### config.mk
export PLATFORM = sky130hd
export DESIGN_NAME = input_conditioner
export DESIGN_NICKNAME = d
export VERILOG_FILES = /design/src/rtl/input_conditioner.sv
export SDC_FILE = /design/constraint.sdc
export NUM_CORES = 1
export LEC_CHECK = 0
export CORE_ASPECT_RATIO = 0.5
export CORE_MARGIN = 1.5
export CORE_UTILIZATION = 40
export CTS_BUF_LIST = sky130_fd_sc_hd__clkbuf_2
export DETAILED_ROUTE_END_ITERATION = 10
export PLACE_DENSITY = 0.67
export SYNTH_ARGS = -nofsm -noshare
export SYNTH_HDL_FRONTEND = slang
export SYNTH_SLANG_ARGS = --single-unit
export TNS_END_PERCENT = 1
### constraint.sdc
create_clock -name clk -period 2.1 [get_ports clk]
set_input_delay 0.525 -clock clk [delete_from_list [all_inputs] [get_ports clk]]
set_output_delay 0.525 -clock clk [all_outputs]
set_load 0.05 [all_outputs]
### src/rtl/input_conditioner.sv
// ---------------------------------------------------------------------------
// input_conditioner
//
// Purpose:
//   Multi-channel conditioner for push-buttons, mouse lines and other
//   asynchronous board inputs. Each channel runs through:
//     synchronizer -> hysteresis debouncer -> mode-selectable edge detector
//     -> retriggerable pulse stretcher -> sticky event flag
//   One instance serves every board input in the clk domain.
//
// Parameters:
//   CHANNELS     number of independent channels (>=1)
//   SYNC_STAGES  synchronizer flops per channel (>=1)
//   DEB_DEPTH    identical consecutive samples needed to flip the level (>=2)
//   STRETCH_LEN  cycles 'stretched' stays high per qualifying edge (>=1)
//
// Ports:
//   clk         system clock, all state updates on the rising edge
//   rst         synchronous reset, active low
//   in          raw asynchronous inputs, one bit per channel
//   mode        per-channel edge mode, bits [2i+1:2i] belong to channel i
//                 00 rising only, 01 falling only, 10 both, 11 disabled
//   flag_clr    per-channel write-1-to-clear for event_flag
//   level       debounced level
//   pulse       one-cycle strobe on each qualifying edge
//   stretched   pulse extended to STRETCH_LEN cycles (retriggerable)
//   event_flag  sticky "qualifying edge seen" flag
//   busy        OR of all stretched bits, cycle-aligned with stretched
//
// Every output is driven straight from a flop; there is no combinational
// path from any input to any output.
// ---------------------------------------------------------------------------
module input_conditioner #(
    parameter int CHANNELS    = 4,
    parameter int SYNC_STAGES = 2,
    parameter int DEB_DEPTH   = 4,
    parameter int STRETCH_LEN = 7
) (
    input  logic                  clk,
    input  logic                  rst,
    input  logic [CHANNELS-1:0]   in,
    input  logic [2*CHANNELS-1:0] mode,
    input  logic [CHANNELS-1:0]   flag_clr,
    output logic [CHANNELS-1:0]   level,
    output logic [CHANNELS-1:0]   pulse,
    output logic [CHANNELS-1:0]   stretched,
    output logic [CHANNELS-1:0]   event_flag,
    output logic                  busy
);

    // Stretch counter width is derived from STRETCH_LEN and never overridden.
    localparam int CNT_W = $clog2(STRETCH_LEN + 1);

    localparam logic [CNT_W-1:0] CNT_LOAD = CNT_W'(STRETCH_LEN);
    localparam logic [CNT_W-1:0] CNT_ONE  = CNT_W'(1);
    localparam logic [CNT_W-1:0] CNT_ZERO = '0;

    // Per-channel edge qualification modes.
    typedef enum logic [1:0] {
        MODE_RISE = 2'b00,
        MODE_FALL = 2'b01,
        MODE_BOTH = 2'b10,
        MODE_OFF  = 2'b11
    } edge_mode_e;

    // -----------------------------------------------------------------------
    // State registers and their next-state values
    // -----------------------------------------------------------------------
    logic [CHANNELS-1:0][SYNC_STAGES-1:0] sync_q, sync_d;
    logic [CHANNELS-1:0][DEB_DEPTH-1:0]   deb_q,  deb_d;
    logic [CHANNELS-1:0]                  level_q, level_d;
    logic [CHANNELS-1:0]                  pulse_q, pulse_d;
    logic [CHANNELS-1:0][CNT_W-1:0]       cnt_q,  cnt_d;
    logic [CHANNELS-1:0]                  flag_q, flag_d;
    logic                                 busy_q, busy_d;

    // -----------------------------------------------------------------------
    // Combinational helpers
    // -----------------------------------------------------------------------
    logic [CHANNELS-1:0] syncOut;
    logic [CHANNELS-1:0] levelRise;
    logic [CHANNELS-1:0] levelFall;
    logic [CHANNELS-1:0] qualify;
    logic [CHANNELS-1:0] stretchNext;

    // Synchronizer: bit 0 captures the raw input, the last bit is the
    // metastability-filtered sample handed on to the debouncer.
    always_comb begin
        sync_d  = sync_q;
        syncOut = '0;
        for (int c = 0; c < CHANNELS; c++) begin
            sync_d[c][0] = in[c];
            for (int s = 1; s < SYNC_STAGES; s++) begin
                sync_d[c][s] = sync_q[c][s-1];
            end
            syncOut[c] = sync_q[c][SYNC_STAGES-1];
        end
    end

    // Hysteresis debouncer: the level flips only on the edge where the
    // history window becomes uniformly ones or zeros. Looking at deb_d rather
    // than deb_q lets level change on that very edge instead of one later.
    always_comb begin
        deb_d   = deb_q;
        level_d = level_q;
        for (int c = 0; c < CHANNELS; c++) begin
            deb_d[c] = {deb_q[c][DEB_DEPTH-2:0], syncOut[c]};
            if (&deb_d[c]) begin
                level_d[c] = 1'b1;
            end else if (~|deb_d[c]) begin
                level_d[c] = 1'b0;
            end else begin
                level_d[c] = level_q[c];
            end
        end
    end

    // Edge detection and qualification. The mode is sampled on the edge where
    // level changes, so a mode change only matters for the next transition.
    always_comb begin
        levelRise = level_d & ~level_q;
        levelFall = ~level_d & level_q;
        qualify   = '0;
        for (int c = 0; c < CHANNELS; c++) begin
            case (mode[2*c +: 2])
                MODE_RISE: qualify[c] = levelRise[c];
                MODE_FALL: qualify[c] = levelFall[c];
                MODE_BOTH: qualify[c] = levelRise[c] | levelFall[c];
                MODE_OFF:  qualify[c] = 1'b0;
                default:   qualify[c] = 1'b0;
            endcase
        end
    end

    // Pulse, stretcher and sticky flag. A qualifying edge reloads the counter
    // even mid-stretch, so back-to-back edges merge into one long stretch.
    // For the flag, a set on the same edge as a clear takes precedence.
    always_comb begin
        pulse_d     = qualify;
        cnt_d       = cnt_q;
        flag_d      = flag_q;
        stretchNext = '0;
        for (int c = 0; c < CHANNELS; c++) begin
            if (qualify[c]) begin
                cnt_d[c] = CNT_LOAD;
            end else if (cnt_q[c] != CNT_ZERO) begin
                cnt_d[c] = cnt_q[c] - CNT_ONE;
            end else begin
                cnt_d[c] = CNT_ZERO;
            end
            stretchNext[c] = (cnt_d[c] != CNT_ZERO);

            if (qualify[c]) begin
                flag_d[c] = 1'b1;
            end else if (flag_clr[c]) begin
                flag_d[c] = 1'b0;
            end else begin
                flag_d[c] = flag_q[c];
            end
        end
        busy_d = |stretchNext;
    end

    // State register with synchronous active-low reset; reset overrides every
    // other update and aborts any debounce or stretch in progress.
    always_ff @(posedge clk) begin
        if (!rst) begin
            sync_q  <= '0;
            deb_q   <= '0;
            level_q <= '0;
            pulse_q <= '0;
            cnt_q   <= '0;
            flag_q  <= '0;
            busy_q  <= 1'b0;
        end else begin
            sync_q  <= sync_d;
            deb_q   <= deb_d;
            level_q <= level_d;
            pulse_q <= pulse_d;
            cnt_q   <= cnt_d;
            flag_q  <= flag_d;
            busy_q  <= busy_d;
        end
    end

    // Output mapping; stretched is a pure decode of the counter register.
    always_comb begin
        level      = level_q;
        pulse      = pulse_q;
        event_flag = flag_q;
        busy       = busy_q;
        stretched  = '0;
        for (int c = 0; c < CHANNELS; c++) begin
            stretched[c] = (cnt_q[c] != CNT_ZERO);
        end
    end

endmodule

==> impl_metrics.csv, run 1 <==
group,metric,value,unit
status,status,"finished, violations left",
status,violated_checks,"setup timing",
timing,timing.max_slew.rel_slack,67.0,%
layout,layoutNonFillerInstCount,299,
power,p_per_area,669,nW/um2
synthesis,synth-edff-count,0,
layout,most_frequent_standard_cell_in_the_layout_excluding_fill_and_tap_cells,"sky130_fd_sc_hd__dfxtp_1",
synthesis,synth_area_per_cell,9.10,um2
critical_path,critPathSlowestCell,"sky130_fd_sc_hd__dfxtp_2",
placed_design,detailedPlacementHpwl,2.49,mm
synthesis,ys_warn_count,0,
clocking,clk_pin_slew_worst_paths,210,ps
clocking,cts_buffers,5,
hold_path,worst_hold_path.endpoint,"deb_d[8]",
floorplanning,design.die.area,4820,um2
floorplanning,start_util,43.4,%
layout,fin_nets,274,
synthesis,postSynthNetCount,223,
grt,vias_in_the_first_global_route,1307,
timing,post-route-period-util,102,%
critical_path,setup.worst_path.class,"register to register",
layout,drive_above_1_share,21.2,%
placed_design,dp_cells,287,
clocking,cts_tree,"built",
critical_path,crit_fanout,3,
clocking,cts.sink_count,45,
timing,finalMaxSlewViolations,0,
grt,maximum_number_of_pins_on_one_net_before_global_route_repair,24,
drt,top_layer_in_use,"met4",
drt,ant_nets,0,
clocking,worst_skew_pair_latency,400,ps
layout,most-common-layout-cells,"38 x sky130_fd_sc_hd__dfxtp_1, 35 x sky130_fd_sc_hd__nor2_1, 22 x sky130_fd_sc_hd__inv_1, 22 x sky130_fd_sc_hd__and2_1, 17 x sky130_fd_sc_hd__clkdlybuf4s50_1",
synthesis,ys_ff_latch,45,
critical_path,timing.reg2reg.worst_path_depth,9,
placed_design,gp_routability_congestion,0.748,
grt,grtUsageTotal,14.9,%
floorplanning,design.core.area,4040,um2
grt,grt_first_pass_wirelength,5.61,mm
drt,met3RoutedLength,123,um
synthesis,synth_cells,193,
floorplanning,die_w,96.7,um
synthesis,synthArstFlopShare,0,%
critical_path,critical-path-max-stage-delay,370,ps
hold_path,worst_hold_path_stage_count,1,
critical_path,setup.worst_path.end_class,"register",
critical_path,worstPathArrival,2440,ps
timing,report.final.setup_viol,1,
layout,syn2layout_area_growth,35.9,%
floorplanning,top_level_ports,35,
drt,wl_met2,1.63,mm
placed_design,port_buffers,34,
timing,finalClockSkew,9.75,ps
synthesis,synth_seq_area_share,51.3,%
clocking,ctsHoldBuffers,0,
timing,worst_setup_slack_final,-36.0,ps
drt,via_cell_ratio,4.66,
placed_design,pre_cts_ws,-229,ps
clocking,cts.htree.levels,2,
clocking,max-clock-path-buffers,2,
synthesis,netlist_area,1760,um2
hold_path,worst_hold_startpoint,"sync_d[5]",
critical_path,cp_cell_sequence,"or3_4 > a21oi_2 > nor2_1 > ha_1 > inv_1 > mux2i_1 > o22ai_2 > a211oi_2 > a41oi_2",
drt,post-route-drc-count,0,
power,max-vdd-ir-drop,0.379,mV
timing,grt_setup_unrepaired,"true",
critical_path,timing.rr.start,"deb_d[8]",
timing,finalHoldWorstSlack,463,ps
layout,fillerInstances,361,
timing,fmax_achieved,468,MHz
hold_path,holdCritPathClass,"register to register",
layout,layout.core_utilization,59.0,%
synthesis,synthDistinctLibCells,24,
critical_path,critPathRequiredTime,2400,ps
drt,routed_wl,3.39,mm
job,timing.max_cap.violations,0,
grt,globalRoute.totalOverflow,0,
grt,number_of_antenna_violations_at_the_first_check_in_global_routing,0,
critical_path,timing.reg2reg.setup_slack,-40,ps
synthesis,synthFlopType,"sky130_fd_sc_hd__dfxtp_1",
timing,final.min_clock_period,2140,ps
timing,slew_at_the_pin_closest_to_its_max_slew_limit,495,ps
layout,antenna_cells,0,
critical_path,critical_path.reg2reg.endpoint,"busy",
drt,vias,1394,
drt,wl_met1,1.63,mm
drt,detail_route.iter0.violations,22,
floorplanning,row_count,16,
clocking,clock-root-buffer,"sky130_fd_sc_hd__clkbuf_2",
timing,report.final.hold_viol_count,0,
drt,drt-pass1-iter-count,4,
drt,routedWlPerCell,11.3,um
power,leakagePower,1.13,nW
floorplanning,fp.dieH,49.8,um
critical_path,timing.critical_path.from_type,"register",
synthesized netlist by cell type, drive strengths merged, types with 2 or more instances:
master | number | area share [%]
ha | 12 | 8.6
a21o | 2 | 0.86
or4b | 2 | 1.1
o22ai | 2 | 0.71
and2 | 24 | 8.7
or3 | 6 | 2.1
or2 | 2 | 0.71
dfxtp | 45 | 51
nand2 | 3 | 0.64
a21oi | 8 | 2.3
mux2i | 2 | 1.1
o41a | 2 | 1.3
inv | 23 | 4.9
nor3 | 9 | 2.6
a31oi | 4 | 1.4
clkbuf | 4 | 0.86
nor2 | 37 | 8.1
o21ai | 2 | 0.57
sequential cells by signal, summed over array words and instances (netlist names):
signal / cells
busy: 1
sync_d: 4
event_flag: 4
cnt_q: 12
pulse: 4
deb_d: 16
level: 4
repair_timing:
item	CTS	global route
endpoints found under the setup margin	19	20
buffers inserted	0	4
pin swaps	1	10
gates resized for setup	15	24
power by group:
group	leakage, nW	internal (mW)	switching (mW)
Sequential	0.370	0.883	0.0130
Clock	0.0406	0.203	0.268
Combinational	0.715	0.105	0.125
worst max path at each step:
stage,end,start,slack (ps)
final,busy,deb_d[8],-40
after global routing,busy,deb_d[11],-130
after CTS,busy,deb_d[8],-90
after global placement,busy,deb_d[8],-110
after floorplan,busy,deb_d[0],110
after detailed placement,busy,deb_d[8],-230
routing by layer:
layer  track usage, %  vias to the layer above
met5                0                        -
met4             5.80                        0
met3             4.82                        3
met2             24.8                       27
met1             18.2                      636
li1                 -                      728
stage by stage:
stage,instance area [um2],TNS [ps],power [mW]
CTS,2270,-190,1.59
floorplan,1760,0,1.03
detailed placement,2210,-756,1.12
global placement,2210,-303,1.12
finish,2380,-36.0,1.60
global route,2380,-287,1.67
final cells by class:
class,count,area (um2),share of cell area [%]
inverter,23,86.3,3.62
clock buffer,6,30.0,1.26
clock inverter,2,33.8,1.42
timing repair buffer,48,434,18.2
multi-input combinational,121,823,34.5
sequential,45,910,38.1
tap,54,67.6,2.83
worst max-delay path, delay by kind of cell (launching register included):
family          cells  cell delay [ps]
compound gates      4              770
fa+ha+maj           1              280
buf+inv             1               30
flops               1              370
mux                 1              160
simple gates        2              430
logic make-up after synthesis:
group / after synthesis / share of synthesized area [%]
flip-flops: 45 / 51.3
adder cells (fa/ha/maj): 12 / 8.55
AND/OR/NAND/NOR: 84 / 24.3
AO/OA/AOI/OAI: 23 / 8.91
buffers and inverters: 27 / 5.77
multiplexers: 2 / 1.14
Power figures use the tool's default switching activity.
==> inputs of run 2 (changes only) <==
--- a/config.mk
+++ b/config.mk
@@ -10,7 +10,7 @@
 export CORE_UTILIZATION = 40
 export CTS_BUF_LIST = sky130_fd_sc_hd__clkbuf_2
 export DETAILED_ROUTE_END_ITERATION = 10
-export PLACE_DENSITY = 0.67
+export PLACE_DENSITY = 0.65
 export SYNTH_ARGS = -nofsm -noshare
 export SYNTH_HDL_FRONTEND = slang
 export SYNTH_SLANG_ARGS = --single-unit
==> constraint.sdc (replaced) <==
create_clock -name clk -period 2.3 [get_ports clk]
set_input_delay 0.575 -clock clk [delete_from_list [all_inputs] [get_ports clk]]
set_output_delay 0.575 -clock clk [all_outputs]
set_load 0.05 [all_outputs]
==> impl_metrics.csv, run 2 (synthesis results as in run 1) <==
group,metric,value,unit
status,status,"finished, final reports clean",
grt,vias_in_the_first_global_route,1180,
critical_path,setup.worst_path.class,"register to output port",
layout,final_design_area_no_fill,2230,um2
critical_path,critPathRequiredTime,1730,ps
grt,globalRoute.totalOverflow,0,
hold_path,worst_hold_path_stage_count,1,
critical_path,critical-path-max-stage-delay,820,ps
hold_path,worst_hold_startpoint,"sync_d[7]",
floorplanning,design.die.area,4820,um2
clocking,max-clock-path-buffers,2,
layout,fin_nets,266,
floorplanning,die_w,96.7,um
power,max-vdd-ir-drop,0.270,mV
timing,fmax_achieved,452,MHz
floorplanning,start_util,43.4,%
floorplanning,fp.dieH,49.8,um
critical_path,critPathBufInv,1,
critical_path,worstPathArrival,1640,ps
critical_path,setup.worst_path.end_class,"output port",
drt,via_cell_ratio,4.64,
grt,grtUsageTotal,13.8,%
clocking,post_cts_buffers,0,
placed_design,detailedPlacementHpwl,2.34,mm
timing,slew_at_the_pin_closest_to_its_max_slew_limit,499,ps
drt,routedWlPerCell,10.7,um
grt,grt_first_pass_wirelength,5.22,mm
hold_path,worst_hold_path.endpoint,"deb_d[12]",
critical_path,critPathSlowestCell,"sky130_fd_sc_hd__clkdlybuf4s50_1",
critical_path,cp_cell_sequence,"clkdlybuf4s50_1",
power,leakagePower,1.01,nW
placed_design,postPlaceCellArea,2180,um2
layout,largest_reg_flops,16,
timing,timing.max_slew.rel_slack,66.6,%
layout,antenna_cells,0,
critical_path,timing.reg2reg.setup_slack,160,ps
timing,post-route-period-util,96.1,%
critical_path,timing.rr.start,"deb_d[0]",
clocking,clk_pin_slew_worst_paths,210,ps
timing,finalSetupTns,0,ps
timing,report.final.hold_viol_count,0,
timing,report.final.setup_viol,0,
clocking,cts_tree,"built",
timing,finalClockSkew,19.2,ps
grt,number_of_antenna_violations_at_the_first_check_in_global_routing,0,
critical_path,timing.critical_path.from_type,"register",
layout,drive_above_1_share,10.1,%
power,p_per_area,585,nW/um2
clocking,cts_buffers,5,
critical_path,critical_path.reg2reg.endpoint,"busy",
floorplanning,design.core.area,4040,um2
layout,syn2layout_area_growth,27.2,%
drt,post-route-drc-count,0,
drt,ant_nets,0,
placed_design,pre_cts_ws,118,ps
drt,vias,1349,
floorplanning,row_count,16,
critical_path,critical-path-top-delay-family,"buffers and inverters",
placed_design,port_buffers,34,
placed_design,gp_routability_congestion,0.759,
hold_path,holdCritPathClass,"register to register",
timing,worst_setup_slack_final,88.6,ps
clocking,clock-root-buffer,"sky130_fd_sc_hd__clkbuf_2",
timing,final.min_clock_period,2210,ps
drt,detail_route.iter0.violations,41,
layout,most_frequent_standard_cell_in_the_layout_excluding_fill_and_tap_cells,"sky130_fd_sc_hd__dfxtp_1",
grt,maximum_number_of_pins_on_one_net_before_global_route_repair,24,
clocking,cts.htree.levels,2,
drt,drt-pass1-iter-count,4,
clocking,cts.sink_count,45,
drt,routed_wl,3.12,mm
critical_path,timing.reg2reg.worst_path_depth,9,
critical_path,crit_fanout,4,
clocking,worst_skew_pair_latency,390,ps
layout,most-common-layout-cells,"45 x sky130_fd_sc_hd__dfxtp_1, 36 x sky130_fd_sc_hd__nor2_1, 29 x sky130_fd_sc_hd__clkdlybuf4s50_1, 23 x sky130_fd_sc_hd__inv_1, 22 x sky130_fd_sc_hd__and2_1",
timing,finalMaxSlewViolations,0,
floorplanning,top_level_ports,35,
job,timing.max_cap.violations,0,
==> run 2: changes by cell type in the layout (fill, tap and decap cells not counted), moves of 3 or more <==
cell / change
sky130_fd_sc_hd__a21oi_1: +4
sky130_fd_sc_hd__clkdlybuf4s50_1: +12
sky130_fd_sc_hd__buf_4: -5
sky130_fd_sc_hd__dfxtp_2: -7
sky130_fd_sc_hd__dlygate4sd2_1: -12
sky130_fd_sc_hd__a21oi_2: -4
sky130_fd_sc_hd__dfxtp_1: +7
sky130_fd_sc_hd__buf_6: -3
==> run 2: routing by layer <==
metal / global-route usage [%] / vias up / share of wire, %
met4: 5.07 / 0 / 1.2
met1: 17.7 / 615 / 52
li1: - / 715 / -
met3: 4.40 / 5 / 3.0
met5: 0 / - / 0
met2: 22.0 / 14 / 44
==> run 2: final cells by class <==
class	count	area, um2
fill	376	1810
sequential	45	901
multi-input combinational	121	763
timing repair buffer	40	378
inverter	23	86.3
tap	54	67.6
clock buffer	5	25.0
clock inverter	3	12.5
==> run 2: stage by stage <==
step	util [%]	total power, mW	std cells	hold slack (ps)
2_1_floorplan	-	0.943	193	412
3_3_place_gp	54.0	1.02	283	414
3_5_place_dp	54.0	1.02	283	418
4_1_cts	54.9	1.33	291	464
5_1_grt	55.2	1.38	291	484
6_report	55.2	1.31	291	459
==> run 2: worst max-delay path by stage <==
stage / start / to / slack [ps] / cells after the start
2_1_floorplan: deb_d[0] / busy / 310 / 9
3_3_place_gp: mode[5] / event_flag[2] / 160 / 6
3_5_place_dp: mode[5] / cnt_q[6] / 120 / 6
4_1_cts: level[0] / level[0] / 40 / 1
5_1_grt: deb_d[0] / busy / -20 / 9
6_report: level[0] / level[0] / 90 / 1
==> run 2: what timing repair did <==
action | in CTS | in global routing
hold buffers | 0 | 0
resized for setup | 0 | 3
endpoints found under the setup margin | 0 | 2
==> run 2: power by group <==
| part | total (mW) | leakage [nW] | switching (mW) | internal [mW] |
|---|---|---|---|---|
| clock | 0.302 | 0.0278 | 0.235 | 0.0668 |
| sequential | 0.817 | 0.367 | 0.0118 | 0.806 |
| combinational | 0.187 | 0.617 | 0.104 | 0.0824 |
| total | 1.31 | 1.01 | 0.351 | 0.955 |
==> inputs of run 3 (changes only) <==
--- a/config.mk
+++ b/config.mk
@@ -7,10 +7,10 @@
 export LEC_CHECK = 0
 export CORE_ASPECT_RATIO = 0.5
 export CORE_MARGIN = 1.5
-export CORE_UTILIZATION = 40
+export CORE_UTILIZATION = 31
 export CTS_BUF_LIST = sky130_fd_sc_hd__clkbuf_2
 export DETAILED_ROUTE_END_ITERATION = 10
-export PLACE_DENSITY = 0.65
+export PLACE_DENSITY = 0.53
 export SYNTH_ARGS = -nofsm -noshare
 export SYNTH_HDL_FRONTEND = slang
 export SYNTH_SLANG_ARGS = --single-unit
==> impl_metrics.csv, run 3 (synthesis results as in run 1) <==
group,metric,value,unit
layout,drive_above_1_share,9.36,%
grt,grtUsageTotal,11.1,%
power,seq_power_share,62.7,%
timing,timing.max_slew.rel_slack,66.3,%
timing,finalSetupTns,0,ps
timing,finalClockSkew,30.9,ps
critical_path,critical-path-top-delay-family,"buffers and inverters",
timing,report.final.hold_viol_count,0,
timing,slew_at_the_pin_closest_to_its_max_slew_limit,504,ps
clocking,clk_pin_slew_worst_paths,180,ps
floorplanning,die_w,109,um
job,timing.max_cap.violations,0,
critical_path,critPathRequiredTime,1730,ps
drt,detail_route.iter0.violations,27,
hold_path,holdCritPathClass,"register to register",
layout,fillerInstances,562,
layout,fin_nets,265,
layout,syn2layout_area_growth,27.7,%
critical_path,worstPathArrival,1620,ps
placed_design,detailedPlacementHpwl,2.33,mm
grt,grt_first_pass_wirelength,5.22,mm
floorplanning,row_count,19,
critical_path,timing.critical_path.from_type,"register",
power,max-vdd-ir-drop,0.206,mV
power,design_power_total,1.30,mW
floorplanning,fp.dieH,56.2,um
grt,vias_in_the_first_global_route,1216,
timing,fmax_achieved,456,MHz
power,pwr-share-clk,23.3,%
timing,finalMaxSlewViolations,0,
power,comb_power_share,14.0,%
floorplanning,design.core.area,5470,um2
drt,routedWlPerCell,10.4,um
critical_path,critical-path-max-stage-delay,820,ps
layout,most-common-layout-cells,"45 x sky130_fd_sc_hd__dfxtp_1, 36 x sky130_fd_sc_hd__nor2_1, 29 x sky130_fd_sc_hd__clkdlybuf4s50_1, 23 x sky130_fd_sc_hd__inv_1, 22 x sky130_fd_sc_hd__and2_1",
clocking,cts.htree.levels,2,
clocking,cts.sink_count,45,
layout,most_frequent_standard_cell_in_the_layout_excluding_fill_and_tap_cells,"sky130_fd_sc_hd__dfxtp_1",
clocking,ctsHoldBuffers,0,
power,p_switching,0.346,mW
placed_design,gp_routability_congestion,0.701,
power,p_per_area,581,nW/um2
timing,post-route-period-util,95.3,%
clocking,post_cts_buffers,0,
floorplanning,top_level_ports,35,
grt,globalRoute.totalOverflow,0,
power,proportion_of_total_power_due_to_net_switching,26.5,%
drt,post-route-drc-count,0,
power,leakagePower,1.00,nW
placed_design,port_buffers,34,
drt,ant_nets,0,
drt,drt-pass1-iter-count,4,
timing,final.min_clock_period,2190,ps
clocking,cts_tree,"built",
floorplanning,start_util,32.1,%
layout,antenna_cells,0,
critical_path,critPathBufInv,1,
grt,number_of_antenna_violations_at_the_first_check_in_global_routing,0,
floorplanning,design.die.area,6150,um2
drt,routed_wl,3.20,mm
critical_path,setup.worst_path.class,"register to output port",
critical_path,critPathSlowestCell,"sky130_fd_sc_hd__clkdlybuf4s50_1",
clocking,cts_buffers,5,
clocking,clock-root-buffer,"sky130_fd_sc_hd__clkbuf_2",
clocking,worst_skew_pair_latency,400,ps
layout,largest_reg_flops,16,
grt,maximum_number_of_pins_on_one_net_before_global_route_repair,24,
critical_path,setup.worst_path.end_class,"output port",
timing,grt_setup_unrepaired,"false",
status,status,"finished, final reports clean",
power,power_report.internal_total,0.957,mW
critical_path,crit_fanout,4,
timing,report.final.setup_viol,0,
drt,via_cell_ratio,4.35,
clocking,max-clock-path-buffers,2,
critical_path,cp_cell_sequence,"clkdlybuf4s50_1",
drt,vias,1339,
[run 3: path summary, 6_finish.rpt]
check        slack (ps)      start  cells after the start   endpoint
max                 110   level[2]                      1   level[2]
min                 460  sync_d[7]                      1  deb_d[12]
max reg2reg         180   deb_d[0]                      9       busy
min reg2reg         460  sync_d[7]                      1  deb_d[12]
[run 3: power groups by stage]
stage | registers [mW] | logic [mW] | clock network [mW]
6_report | 0.817 | 0.183 | 0.303
5_1_grt | 0.821 | 0.201 | 0.347
4_1_cts | 0.817 | 0.185 | 0.319
3_5_place_dp | 0.833 | 0.184 | 0
3_3_place_gp | 0.833 | 0.183 | 0
2_1_floorplan | 0.850 | 0.0932 | 0
[run 3: final cells by class]
class	instances	area, um2	share of cell area (%)
Sequential cell	45	901	40.2
Inverter	23	86.3	3.85
Timing Repair Buffer	39	370	16.5
Clock inverter	1	3.75	0.168
Multi-Input combinational cell	121	758	33.8
Clock buffer	6	30.0	1.34
Tap cell	73	91.3	4.08
[run 3: per-layer routing]
metal | routed length [um] | track usage [%] | part of all wire [%]
met5 | 0 | 0 | 0
met3 | 100 | 3.51 | 3.1
met2 | 1380 | 16.4 | 43
met1 | 1680 | 14.7 | 52
met4 | 46 | 5.01 | 1.4
[run 3: timing repair]
| item | CTS | global route |
|---|---|---|
| endpoints found under the hold margin | 0 | 0 |
| gates resized for setup | 0 | 2 |
| endpoints found under the setup margin | 0 | 2 |
[run 3: stage by stage]
stage | hold WS (ps) | utilization, % | setup slack (ps) | std cells | cell area, um2
floorplan | 412 | - | 308 | 193 | 1760
global placement | 415 | 40.2 | 142 | 301 | 2200
detailed placement | 418 | 40.2 | 115 | 301 | 2200
CTS | 462 | 40.8 | 29.4 | 308 | 2230
global route | 483 | 41.0 | 4.04 | 308 | 2240
finish | 457 | 41.0 | 107 | 308 | 2240
